[config.mk]
export PLATFORM = sky130hd
export DESIGN_NAME = fft16_seq
export DESIGN_NICKNAME = d
export VERILOG_FILES = /design/src/rtl/fft16_pkg.sv /design/src/rtl/fft16_seq_dly.sv /design/src/rtl/fft16_seq.sv
export SDC_FILE = /design/constraint.sdc
export NUM_CORES = 1
export LEC_CHECK = 0
export CAP_MARGIN = 20
export CORE_MARGIN = 2
export CORE_UTILIZATION = 51
export CTS_BUF_LIST = sky130_fd_sc_hd__clkbuf_4 sky130_fd_sc_hd__clkbuf_8
export CTS_CLUSTER_DIAMETER = 100
export CTS_CLUSTER_SIZE = 24
export DETAILED_ROUTE_END_ITERATION = 7
export PLACE_DENSITY_LB_ADDON = 0.1
export SYNTH_ARGS = -nofsm -noshare
export SYNTH_HDL_FRONTEND = slang
export SYNTH_HIERARCHICAL = 1
export SYNTH_SLANG_ARGS = --single-unit
[constraint.sdc]
create_clock -name clk_i -period 3.7 [get_ports clk_i]
set_input_delay 0.74 -clock clk_i [delete_from_list [all_inputs] [get_ports clk_i]]
set_output_delay 0.74 -clock clk_i [all_outputs]
set_load 0.05 [all_outputs]
[src/rtl/fft16_pkg.sv]
// Shared types and address helpers for the 16-point radix-2 DIT FFT sequencer.
package fft16_pkg;

  localparam int N     = 16;
  localparam int LOG2N = 4;
  localparam int TW_AW = 3;
  localparam int AW    = $clog2(N);
  localparam int SW    = $clog2(LOG2N);

  typedef enum logic [1:0] {IDLE, RUN, DRAIN, DONE} state_e;

  // Upper operand address of butterfly k in stage s: grp*2^(s+1) + pos.
  function automatic logic [AW-1:0] bf_addr(input logic [SW-1:0] s, input logic [2:0] k);
    logic [AW-1:0] span, pos, grp;
    span = 4'd1 << s;
    pos  = {1'b0, k} & (span - 4'd1);
    grp  = {1'b0, k} >> s;
    return (grp << ({1'b0, s} + 3'd1)) + pos;
  endfunction

  function automatic logic [TW_AW-1:0] bf_tw(input logic [SW-1:0] s, input logic [2:0] k);
    logic [TW_AW-1:0] pos;
    pos = k & ((3'd1 << s) - 3'd1);
    return pos << (2'd3 - s);
  endfunction

endpackage

[src/rtl/fft16_seq_dly.sv]
// Clearable DEPTH-stage shift register; carries read strobe and addresses to the write side.
module fft16_seq_dly #(
  parameter int DEPTH = 3,
  parameter int W     = 9
) (
  input  logic         clk_i,
  input  logic         rst_i,
  input  logic [W-1:0] d_i,
  output logic [W-1:0] q_o
);

  logic [W-1:0] sr_q [DEPTH];

  always_ff @(posedge clk_i or posedge rst_i) begin
    if (rst_i) begin
      for (int i = 0; i < DEPTH; i++) sr_q[i] <= '0;
    end else begin
      sr_q[0] <= d_i;
      for (int i = 1; i < DEPTH; i++) sr_q[i] <= sr_q[i-1];
    end
  end

  assign q_o = sr_q[DEPTH-1];

endmodule

[src/rtl/fft16_seq.sv]
// Address/control sequencer for a shared FFT16 butterfly; writes land BF_LAT+1 cycles after reads.
// Optional FFT16_SEQ_INV_EN: latch inv on start and drive tw_conj during RUN for the inverse transform.
module fft16_seq
  import fft16_pkg::*;
#(
  parameter int BF_LAT = 2
) (
  input  logic             clk_i,
  input  logic             rst_i,
  input  logic             start_i,
  input  logic             inv_i,
  output logic             busy_o,
  output logic             done_o,
  output logic [SW-1:0]    stage_o,
  output logic             rd_en_o,
  output logic [AW-1:0]    rd_addr_a_o,
  output logic [AW-1:0]    rd_addr_b_o,
  output logic [TW_AW-1:0] tw_addr_o,
  output logic             tw_conj_o,
  output logic             wr_en_o,
  output logic [AW-1:0]    wr_addr_a_o,
  output logic [AW-1:0]    wr_addr_b_o
);

  localparam int D = BF_LAT + 1;

  state_e        state_q, state_d;
  logic [SW-1:0] s_q, s_d;
  logic [2:0]    k_q, k_d;
  logic [2:0]    dcnt_q, dcnt_d;
  logic          run_d, conj_d;

  logic             busy_q, done_q, rd_en_q, conj_q;
  logic [AW-1:0]    rd_a_q, rd_b_q;
  logic [TW_AW-1:0] tw_q;

  always_comb begin
    state_d = state_q;
    s_d     = s_q;
    k_d     = k_q;
    dcnt_d  = dcnt_q;
    case (state_q)
      IDLE: if (start_i) begin
        state_d = RUN;
        s_d     = '0;
        k_d     = '0;
      end
      RUN: if (k_q == 3'd7) begin
        state_d = DRAIN;
        dcnt_d  = '0;
      end else begin
        k_d = k_q + 3'd1;
      end
      // Hold off the next stage until the last write of this one has landed.
      DRAIN: if (dcnt_q == 3'(D - 1)) begin
        if (s_q == 2'd3) begin
          state_d = DONE;
        end else begin
          state_d = RUN;
          s_d     = s_q + 2'd1;
          k_d     = '0;
        end
      end else begin
        dcnt_d = dcnt_q + 3'd1;
      end
      default: state_d = IDLE;
    endcase
  end

  assign run_d = (state_d == RUN);

`ifdef FFT16_SEQ_INV_EN
  logic inv_q, inv_d;
  assign inv_d  = (state_q == IDLE && start_i) ? inv_i : inv_q;
  assign conj_d = run_d & inv_d;
  always_ff @(posedge clk_i or posedge rst_i) begin
    if (rst_i) inv_q <= 1'b0;
    else       inv_q <= inv_d;
  end
`else
  logic unused_inv;
  assign unused_inv = inv_i;
  assign conj_d     = 1'b0;
`endif

  always_ff @(posedge clk_i or posedge rst_i) begin
    if (rst_i) begin
      state_q <= IDLE;
      s_q     <= '0;
      k_q     <= '0;
      dcnt_q  <= '0;
      busy_q  <= 1'b0;
      done_q  <= 1'b0;
      rd_en_q <= 1'b0;
      rd_a_q  <= '0;
      rd_b_q  <= '0;
      tw_q    <= '0;
      conj_q  <= 1'b0;
    end else begin
      state_q <= state_d;
      s_q     <= s_d;
      k_q     <= k_d;
      dcnt_q  <= dcnt_d;
      busy_q  <= run_d || (state_d == DRAIN);
      done_q  <= (state_d == DONE);
      rd_en_q <= run_d;
      rd_a_q  <= run_d ? bf_addr(s_d, k_d) : '0;
      rd_b_q  <= run_d ? bf_addr(s_d, k_d) + (4'd1 << s_d) : '0;
      tw_q    <= run_d ? bf_tw(s_d, k_d) : '0;
      conj_q  <= conj_d;
    end
  end

  logic [2*AW:0] wr_bus;

  fft16_seq_dly #(
    .DEPTH(D),
    .W    (2*AW + 1)
  ) u_dly (
    .clk_i(clk_i),
    .rst_i(rst_i),
    .d_i  ({rd_en_q, rd_a_q, rd_b_q}),
    .q_o  (wr_bus)
  );

  assign wr_en_o     = wr_bus[2*AW];
  assign wr_addr_a_o = wr_bus[2*AW-1:AW];
  assign wr_addr_b_o = wr_bus[AW-1:0];

  assign busy_o      = busy_q;
  assign done_o      = done_q;
  assign stage_o     = s_q;
  assign rd_en_o     = rd_en_q;
  assign rd_addr_a_o = rd_a_q;
  assign rd_addr_b_o = rd_b_q;
  assign tw_addr_o   = tw_q;
  assign tw_conj_o   = conj_q;

endmodule

After elaboration in Yosys (flattened, before gate mapping)

Index checks and enable logic that the tools add are counted.

Register bits: 51
Input bits: 4
Output and inout bits: 26
Word-level logic and storage cells: 63

Add/subtract/negate cells: 9
Equal/unequal tests: 10
Shift-type cells: 5
Multiplexer cells: 20
Bitwise gates (word level): 2
Reduce and logical (&&, ||, !) cells: 4

Operator list:

| operator                                                           | number |
|---|---|
| 3-bit 2-to-1 mux                                                   | 7 |
| 2-bit 2-to-1 mux                                                   | 7 |
| 3-bit one-hot mux with 3 select lines                              | 1 |
| 4-bit adder                                                        | 2 |
| 2-bit == test, second input constant                               | 4 |
| 4-bit 2-to-1 mux                                                   | 2 |
| 3-bit by 1-bit adder with 3-bit output, second input constant      | 2 |
| 2-bit one-hot mux with 3 select lines                              | 1 |
| 3-bit one-hot mux with 2 select lines                              | 1 |
| 3-bit by 4-bit AND with 4-bit output                               | 1 |
| 2-bit by 1-bit == test with 1-bit output, second input constant    | 2 |
| 2-bit inequality test, second input constant                       | 2 |
| 2-bit one-hot mux with 2 select lines                              | 1 |
| 1-bit by 2-bit << shifter with 4-bit output, first input constant  | 1 |
| 4-bit by 3-bit << shifter with 4-bit output                        | 1 |
| 3-bit by 2-bit >> shifter with 4-bit output                        | 1 |
| 4-bit by 1-bit subtractor with 4-bit output, second input constant | 1 |
| 2-bit by 1-bit adder with 3-bit output, second input constant      | 1 |
| 3-bit AND                                                          | 1 |
| 3-bit by 2-bit == test with 1-bit output, second input constant    | 1 |
| 3-bit == test, second input constant                               | 1 |
| 3-bit AND reduction                                                | 1 |
| 1-bit by 2-bit << shifter with 3-bit output, first input constant  | 1 |
| 3-bit by 2-bit << shifter with 3-bit output                        | 1 |
| other kinds (6)                                                    | 6 |

Longest topological paths before layout

Gate-level depths: netlist of the first run.

Depth in word-level cells: 10
Mapped depth: 20

By module

The synthesis of the first run kept the hierarchy.

Modules (own cells, without submodules):

| module        | times used | cells an instance | area an instance (um2) | sequential area each (um2) |
|---|---|---|---|---|
| fft16_seq     | 1          | 156               | 1562.7                 | 600.6 |
| fft16_seq_dly | 1          | 37                | 747.0                  | 675.6 |

Worst setup path after synthesis of the first run

Ideal clock, no wire load.

Kind: input to register
From: input port start_i
To: register rd_b_q[3], in the netlist rd_addr_b_o[3]
Setup time: 119 ps
Data arrival time: 3870 ps
Required time: 3581 ps
Path slack: -289 ps
Stages on the path: 16
Buffers on the path: 0
Cells stage by stage: and2b_1 > o32ai_2 > nor2_2 > ha_1 > nor4_1 > ha_1 > inv_1 > fa_1 > inv_1 > ha_1 > a21o_1 > a21oi_1 > xor2_1 > xnor2_1 > xnor2_1 > and2_1

Word-level cells in the longest chain between the ends: 8
Elaborated cells on any way between the ends: 16
Classes of those cells: add/sub: 4; eq/ne: 1; shift: 3; mux: 7; bitwise: 1

Ends and longest elaborated chain:

| item                                        | line                              | source |
|---|---|---|
| from (decl)                                 | fft16_seq.sv:10                   | `input logic start_i,` |
| 2-bit 2-to-1 mux (*)                        | fft16_seq.sv:43                   | `IDLE: if (start_i) begin` |
| 2-bit one-hot mux with 2 select lines (*)   | fft16_seq.sv:42                   | `case (state_q)` |
| via s_d[0]                                  | fft16_seq.sv:28                   | `logic [SW-1:0] s_q, s_d;` |
| 1-bit by 2-bit << shifter with 4-bit output | fft16_pkg.sv:15, fft16_seq.sv:108 |  |
| 4-bit by 1-bit subtractor with 4-bit output | fft16_pkg.sv:16                   | `pos = {1'b0, k} & (span - 4'd1);` |
| 3-bit by 4-bit AND with 4-bit output        | fft16_pkg.sv:16                   |  |
| 4-bit adder                                 | fft16_pkg.sv:18                   | `return (grp << ({1'b0, s} + 3'd1)) + pos;` |
| 4-bit adder (*)                             | fft16_seq.sv:108                  | `rd_b_q <= run_d ? bf_addr(s_d, k_d) + (4'd1 << s_d) : '0;` |
| 4-bit 2-to-1 mux (*)                        | fft16_seq.sv:108                  |  |
| to (signal assigned)                        | fft16_seq.sv:108                  |  |
| to (decl)                                   | fft16_seq.sv:34                   | `logic [AW-1:0] rd_a_q, rd_b_q;` |

The timed path passes the listed nets; every way through them passes the cells marked *.
A chain may end at the register's enable or synchronous reset.

Final worst setup path of the first run

From: register state_q[1]
To: register rd_b_q[3], in the netlist rd_addr_b_o[3]

Elaborated cells on any way between the ends: 19
Classes of those cells: add/sub: 4; eq/ne: 3; shift: 3; mux: 7; bitwise: 1; reduce/logical: 1

RTL lines:

| item                                        | line             | source |
|---|---|---|
| from (decl)                                 | fft16_seq.sv:27  | `state_e state_q, state_d;` |
| from (signal assigned)                      | fft16_seq.sv:100 | `state_q <= state_d;` |
| 2-bit == test (tied with other cells)       | fft16_seq.sv:42  |  |
| 3-bit one-hot mux with 3 select lines (*)   | fft16_seq.sv:42  |  |
| via k_d[1]                                  | fft16_seq.sv:29  | `logic [2:0] k_q, k_d;` |
| 3-bit by 2-bit >> shifter with 4-bit output | fft16_pkg.sv:17  | `grp = {1'b0, k} >> s;` |
| 4-bit by 3-bit << shifter with 4-bit output | fft16_pkg.sv:18  |  |
| 4-bit adder (*)                             | fft16_pkg.sv:18  |  |
| 4-bit adder (*)                             | fft16_seq.sv:108 |  |
| 4-bit 2-to-1 mux (*)                        | fft16_seq.sv:108 |  |

Marks and branches as above.

==> results of run 1 <==
[layer usage]
layer  GRT usage  vias to the layer above  share of wire
met5           0                        -              0
met3      0.0394                        7          0.031
met4      0.0629                        0          0.014
met2       0.331                       37           0.51
met1       0.251                      767           0.44
li1            -                      771              -
[metrics by stage]
| stage | util | cells | worst slack, ps |
|---|---|---|---|
| floorplan | - | 193 | -67.6 |
| detailed placement | 0.667 | 298 | -704 |
| global route | 0.722 | 310 | -310 |
| CTS | 0.708 | 309 | -83.6 |
| finish | 0.722 | 310 | -42.1 |
| global placement | 0.667 | 298 | -631 |
[cell families after synthesis]
logic type               count (synthesis)  share of synthesized area
multiplexers                             1                    0.00433
flip-flops                              51                      0.553
AO/OA/AOI/OAI                           29                     0.0964
AND/OR/NAND/NOR                         57                      0.135
XOR/XNOR                                 7                     0.0265
buffers and inverters                   26                     0.0634
adder cells (fa/ha/maj)                 21                      0.120
other                                    1                    0.00162
[Yosys cell counts (all sizes together)]
cell type  instances  share of area
a31o               1         0.0038
dfrtp             51           0.55
a31oi              3         0.0081
nor3               3         0.0065
nand3              6          0.013
nor2               5         0.0092
nor4               1         0.0027
o211ai             1         0.0033
fa                 2          0.017
conb               1         0.0016
nor4b              1         0.0038
mux2i              1         0.0043
a211oi             1         0.0033
o211a              1         0.0043
ha                19           0.10
nand4              1         0.0027
o32ai              1         0.0070
xor2               2         0.0076
buf               12          0.040
nand2             17          0.028
nor2b              3         0.0092
xnor2              5          0.019
o31ai              2         0.0065
o311ai             1         0.0070
and2b              1         0.0033
and2              11          0.030
and3               2         0.0054
or4b               1         0.0060
nand2b             2         0.0054
inv               14          0.024
a21o               3         0.0098
a21oi              5          0.012
o21ai              6          0.013
o22ai              1         0.0027
nand4b             1         0.0038
a22o               3          0.015
nor3b              1         0.0033
or2b               1         0.0033
[registers in the layout, indices dropped and copies added (netlist names)]
register and flops:
busy_o 1, dcnt_q 3, done_o 1, k_q 3
rd_addr_a_o 4, rd_addr_b_o 4, rd_en_o 1, stage_o 2
state_q 2, tw_addr_o 3, u_dly/q_o 9, u_dly/sr_q 18
[power by group]
group	switching [mW]	leakage, nW	internal (mW)
Clock	0.183	0.0548	0.204
Combinational	0.681	0.803	0.483
Sequential	0.0737	0.673	0.723
[layout make-up]
type | count | area (sq um) | share of cell area
multi-input combinational | 116 | 1030 | 0.327
tap | 52 | 65.1 | 0.0207
clock buffer | 5 | 68.8 | 0.0219
clock inverter | 3 | 46.3 | 0.0147
sequential | 51 | 1280 | 0.406
inverter | 14 | 57.6 | 0.0183
timing repair buffer | 69 | 601 | 0.191
[what timing repair did]
action | CTS | global route
gates resized for setup | 13 | 9
buffers inserted | 3 | 0
pin swaps | 7 | 7
setup endpoints to repair | 2 | 1
hold buffers | 0 | 0
[path summary, 6_finish.rpt]
kind | endpoint | cells after the start
max in group asynchronous | u_dly/sr_q[24]$_DFF_PP0_ | 2
worst min register to register | u_dly/sr_q[10]$_DFF_PP0_ | 0
worst max register to register | rd_addr_b_o[3]$_DFF_PP0_ | 19
min in group asynchronous | rd_addr_b_o[0]$_DFF_PP0_ | 3
worst min-delay path | u_dly/sr_q[10]$_DFF_PP0_ | 0
worst max-delay path | rd_addr_b_o[3]$_DFF_PP0_ | 19
==> run summary, run 1 <==
Synth warn: 6
Seq/Total Area, Yosys: 0.553
Worst EP arrival: 3940 ps
Worst setup SP type: flop
VDD IR-drop max: 348 uV
Clk root buf: clkbuf_8
RSZ-0062 raised after global routing: true
Worst-path clk slew: 90 ps
Final Hold Violating Endpoints: 0
Highest-count cells in the layout ignoring fill and taps: dfrtp_1 (50), buf_4 (41), clkdlybuf4s50_1 (26)
FP Rows: 24
Final nets: 282
Drt via density: 5.10
# clock sinks: 51
DRC viols: 0
Initial core utilization: 0.530
CTS tree: yes
Routed wire length: 4390 um
Rel. slew slack: 0.368
Core Box Area: 4350 sq um
Crit-path slowest cell: fa_1
Placed cell areas: 2910 sq um
Die X: 71.3 um
Setup Skew: 4.16 ps
Hpwl dp: 3190 um
Cells along the critical path: buf_4, buf_4, ha_1, inv_2, a31o_2, a22o_1, nand2_2, nor4_4, ha_2, inv_1, fa_1, inv_1, ha_1, a21o_1, a21oi_2, xor2_1, xnor2_1, xnor2_1, and2_1
Fraction of layout cells with a size suffix above 1: 0.306
Leakage power: 1.53 nW
Mapped Avg Cell Area: 12.0 sq um
Io pins: 30
Crit path kind: reg2reg
Vias in the first global route: 1624
Number of synthesized register bits: 51
Kind of end point of the critical path: flop
Failing checks: negative setup slack
Status: complete, but fails checks
Fmax: 267 MHz
Total Power: 2.35 mW
Grt ovf: 0
Fill cell count: 317
Die Height: 71.3 um
Worst Tran Pin Value: 948 ps
N_diodes: 0
Most common cell after layout, fill and taps aside: dfrtp_1
Die Area: 5080 sq um
Fin crit period: 3740 ps
Max Cap Viol: 0
Pin count of the biggest net entering global routing: 28
Crit path launch: state_q[1]$_DFF_PP0_
Port Buf Inserts: 27
CP required: 3900 ps
Post-DR wirelength/cell: 14.2 um
Buffers plus inverters on the worst setup path: 5
Num CTS Buffers: 5
Pre-antenna DRT Iters: 4
Syn nets: 218
Reg-to-reg setup timing slack: -40 ps
Cell Area, Synth: 2310 sq um
Vias: 1582
Final Cell Area: 3150 sq um
Final worst slack: -42.1 ps
Worst hold path type: reg2reg
Clk_lat worst skew: 300 ps
Area grow syn2layout: 36.2%
CTS max path bufs: 2
Final TNS setup: -42.1 ps
Max Slew Vio Count: 0
Hold_sp: u_dly/sr_q[19]$_DFF_PP0_
Routed Antenna Nets: 0
PD cells: 747 nW/um^2
CP Max Fanout: 3
Synth unique cells: 47
Hold Slack: 355 ps
First-pass GRT wire length: 7640 um
Cell count after synthesis: 193
Fin crit share: 1.01
Delay-heaviest family, CP: adder cells
Final setup fails: 1
Initial drt markers: 151
Reg2reg start: state_q[1]$_DFF_PP0_
GP Congestion: 0.924
Initial antenna violation count: 0
Crit path largest cell delay: 500 ps
Htree depth: 2
GRT Util Overall: 0.195
(Power assumes the default switching activity.)
==> run 2, diff against run 1 <==
--- a/config.mk
+++ b/config.mk
@@ -5,6 +5,7 @@
 export SDC_FILE = /design/constraint.sdc
 export NUM_CORES = 1
 export LEC_CHECK = 0
+export ABC_AREA = 0
 export CAP_MARGIN = 20
 export CORE_MARGIN = 2
 export CORE_UTILIZATION = 51
==> constraint.sdc (replaced) <==
create_clock -name clk_i -period 3.07 [get_ports clk_i]
set_input_delay 0.614 -clock clk_i [delete_from_list [all_inputs] [get_ports clk_i]]
set_output_delay 0.614 -clock clk_i [all_outputs]
set_load 0.05 [all_outputs]
==> run 2 against run 1 <==
The run still ends with negative setup slack left. Combinational power grew 34%. Non-clock buffer count grew 18. Utilization grew 3.4 points. Routed wire length grew 15%. Worst hold slack lost 8.6 ps. Critical path depth grew 1. Count of clock-buffer cells in the layout is the same. Maximum frequency shrank 0.71%. Clock power grew 21%. Power grew 27%. Highest routed layer unchanged.
==> run summary, run 2 (synthesis gave the netlist of run 1 again) <==
GP Congestion: 0.871
Final Non-Filler Cells: 328
Worst hold path type: reg2reg
CTS tree: yes
Port Buf Inserts: 27
Fin crit share: 1.23
Cells along the critical path: buf_6, ha_4, nand4b_1, o32ai_4, nor2_4, buf_6, inv_4, buf_6, nor4_4, ha_2, inv_2, fa_1, inv_2, ha_4, a21o_1, a21oi_2, xor2_1, xnor2_1, xnor2_1, and2_1
Fin crit period: 3770 ps
First-pass GRT wire length: 8450 um
Final worst slack: -699 ps
# clock sinks: 51
Setup Skew: 6.06 ps
Reg with most FFs: u_dly/sr_q
Pin count of the biggest net entering global routing: 28
Crit path largest cell delay: 580 ps
Vias in the first global route: 1773
VDD IR-drop max: 507 uV
Routed Antenna Nets: 0
CP required: 3260 ps
Max Cap Viol: 0
Max FFs per register: 18
Buffers plus inverters on the worst setup path: 6
Clk root buf: clkbuf_8
Fill cell count: 289
Worst-path clk slew: 90 ps
Fraction of layout cells with a size suffix above 1: 0.366
CP Max Fanout: 4
Clk_lat worst skew: 300 ps
Num CTS Buffers: 5
Worst setup SP type: flop
Htree depth: 2
Hpwl dp: 3620 um
Die Height: 71.3 um
Highest-count cells in the layout ignoring fill and taps: buf_4 (55), dfrtp_1 (50), clkdlybuf4s50_1 (26)
Pre-antenna DRT Iters: 4
Core Box Area: 4350 sq um
Kind of end point of the critical path: flop
FP Rows: 24
Io pins: 30
Status: complete, but fails checks
Leakage power: 1.62 nW
Worst Tran Pin Value: 932 ps
Fmax: 265 MHz
Post-DR wirelength/cell: 15.4 um
Routed wire length: 5070 um
RSZ-0062 raised after global routing: true
Failing checks: negative setup slack
Final setup fails: 4
Vias: 1654
DRC viols: 0
CTS Hold Bufs: 0
Crit-path slowest cell: fa_1
Die Area: 5080 sq um
Crit path top cell by count: buf_6
Total Power: 2.98 mW
Max Slew Vio Count: 0
Hold Slack: 346 ps
Grt ovf: 0
Rel. slew slack: 0.378
Placed cell count: 312
CTS max path bufs: 2
Initial antenna violation count: 0
Initial drt markers: 116
Area grow syn2layout: 42.6%
Initial core utilization: 0.530
Delay-heaviest family, CP: adder cells
PD cells: 903 nW/um^2
Crit path kind: reg2reg
Die X: 71.3 um
Final nets: 300
GRT Util Overall: 0.220
Worst EP arrival: 3960 ps
Drt via density: 5.04
Final Hold Violating Endpoints: 0
N_diodes: 0
Most common cell after layout, fill and taps aside: buf_4
[run 2: changes by cell type in the layout (fill, tap and decap cells not counted), moves of 2 or more]
| cell | previous run | this run |
|---|---|---|
| buf_4 | 41 | 55 |
| buf_6 | 0 | 4 |
| a21oi_2 | 2 | 4 |
| ha_1 | 13 | 11 |
| inv_1 | 9 | 7 |
| inv_2 | 3 | 5 |
[run 2: stage by stage]
stage / worst slack (ps) / area (sq um) / TNS (ps) / util
final: -699 / 3290 / -1660 / 0.757
after global routing: -921 / 3290 / -2290 / 0.757
after CTS: -705 / 3210 / -1390 / 0.738
after detailed placement: -1270 / 3010 / -4200 / 0.691
after global placement: -1120 / 3010 / -3530 / 0.691
after floorplan: -588 / 2370 / -935 / -
[run 2: repair_timing]
item	4_1_cts	5_1_grt
pin swaps	12	14
gates resized for setup	15	8
endpoints found under the setup margin	5	4
gates cloned	0	0
buffers inserted	3	4
[run 2: final timing paths]
kind                                               start                       end  slack (ps)  cells after the start
max in group asynchronous                          rst_i      stage_o[0]$_DFF_PP0_        1590                      2
min in group asynchronous                          rst_i    u_dly/q_o[4]$_DFF_PP0_         660                      2
worst max-delay path                state_q[1]$_DFF_PP0_  rd_addr_b_o[3]$_DFF_PP0_        -700                     20
worst min-delay path            u_dly/sr_q[18]$_DFF_PP0_   u_dly/sr_q[9]$_DFF_PP0_         350                      0
worst min register to register  u_dly/sr_q[18]$_DFF_PP0_   u_dly/sr_q[9]$_DFF_PP0_         350                      0
worst max register to register      state_q[1]$_DFF_PP0_  rd_addr_b_o[3]$_DFF_PP0_        -700                     20
[run 2: per-layer routing]
metal	global-route usage	wire length [um]	up-vias
met5	0	0	-
met4	0.0881	125	0
met3	0.0366	184	8
met2	0.405	2770	38
met1	0.253	1980	804
li1	-	-	804
[run 2: final cells by class]
class / instances / area [sq um] / area share
Inverter: 14 / 57.6 / 0.0175
Clock inverter: 3 / 47.5 / 0.0144
Tap cell: 52 / 65.1 / 0.0197
Timing Repair Buffer: 87 / 742 / 0.225
Clock buffer: 5 / 68.8 / 0.0209
Multi-Input combinational cell: 116 / 1040 / 0.314
Sequential cell: 51 / 1280 / 0.388
[run 2: power by group]
part	total [mW]	switching [mW]	internal, mW
Clock	0.468	0.221	0.247
Sequential	0.960	0.0878	0.872
Combinational	1.55	0.880	0.669
Total	2.98	1.19	1.79
[run 2: worst register-to-register path, delay by kind of cell, from the launching register on]
kind | cells | cell delay, ps
compound gates | 3 | 430
xor+xnor | 3 | 410
fa+ha+maj | 4 | 1170
buf+inv | 6 | 530
flops | 1 | 420
simple gates | 4 | 710
==> run 3, diff against run 2 <==
--- a/config.mk
+++ b/config.mk
@@ -9,7 +9,7 @@
 export CAP_MARGIN = 20
 export CORE_MARGIN = 2
 export CORE_UTILIZATION = 51
-export CTS_BUF_LIST = sky130_fd_sc_hd__clkbuf_4 sky130_fd_sc_hd__clkbuf_8
+export CTS_BUF_LIST = sky130_fd_sc_hd__clkbuf_8
 export CTS_CLUSTER_DIAMETER = 100
 export CTS_CLUSTER_SIZE = 24
 export DETAILED_ROUTE_END_ITERATION = 7
==> results of run 3 <==
Final layout, timing and power as in run 2 (identical DEF).
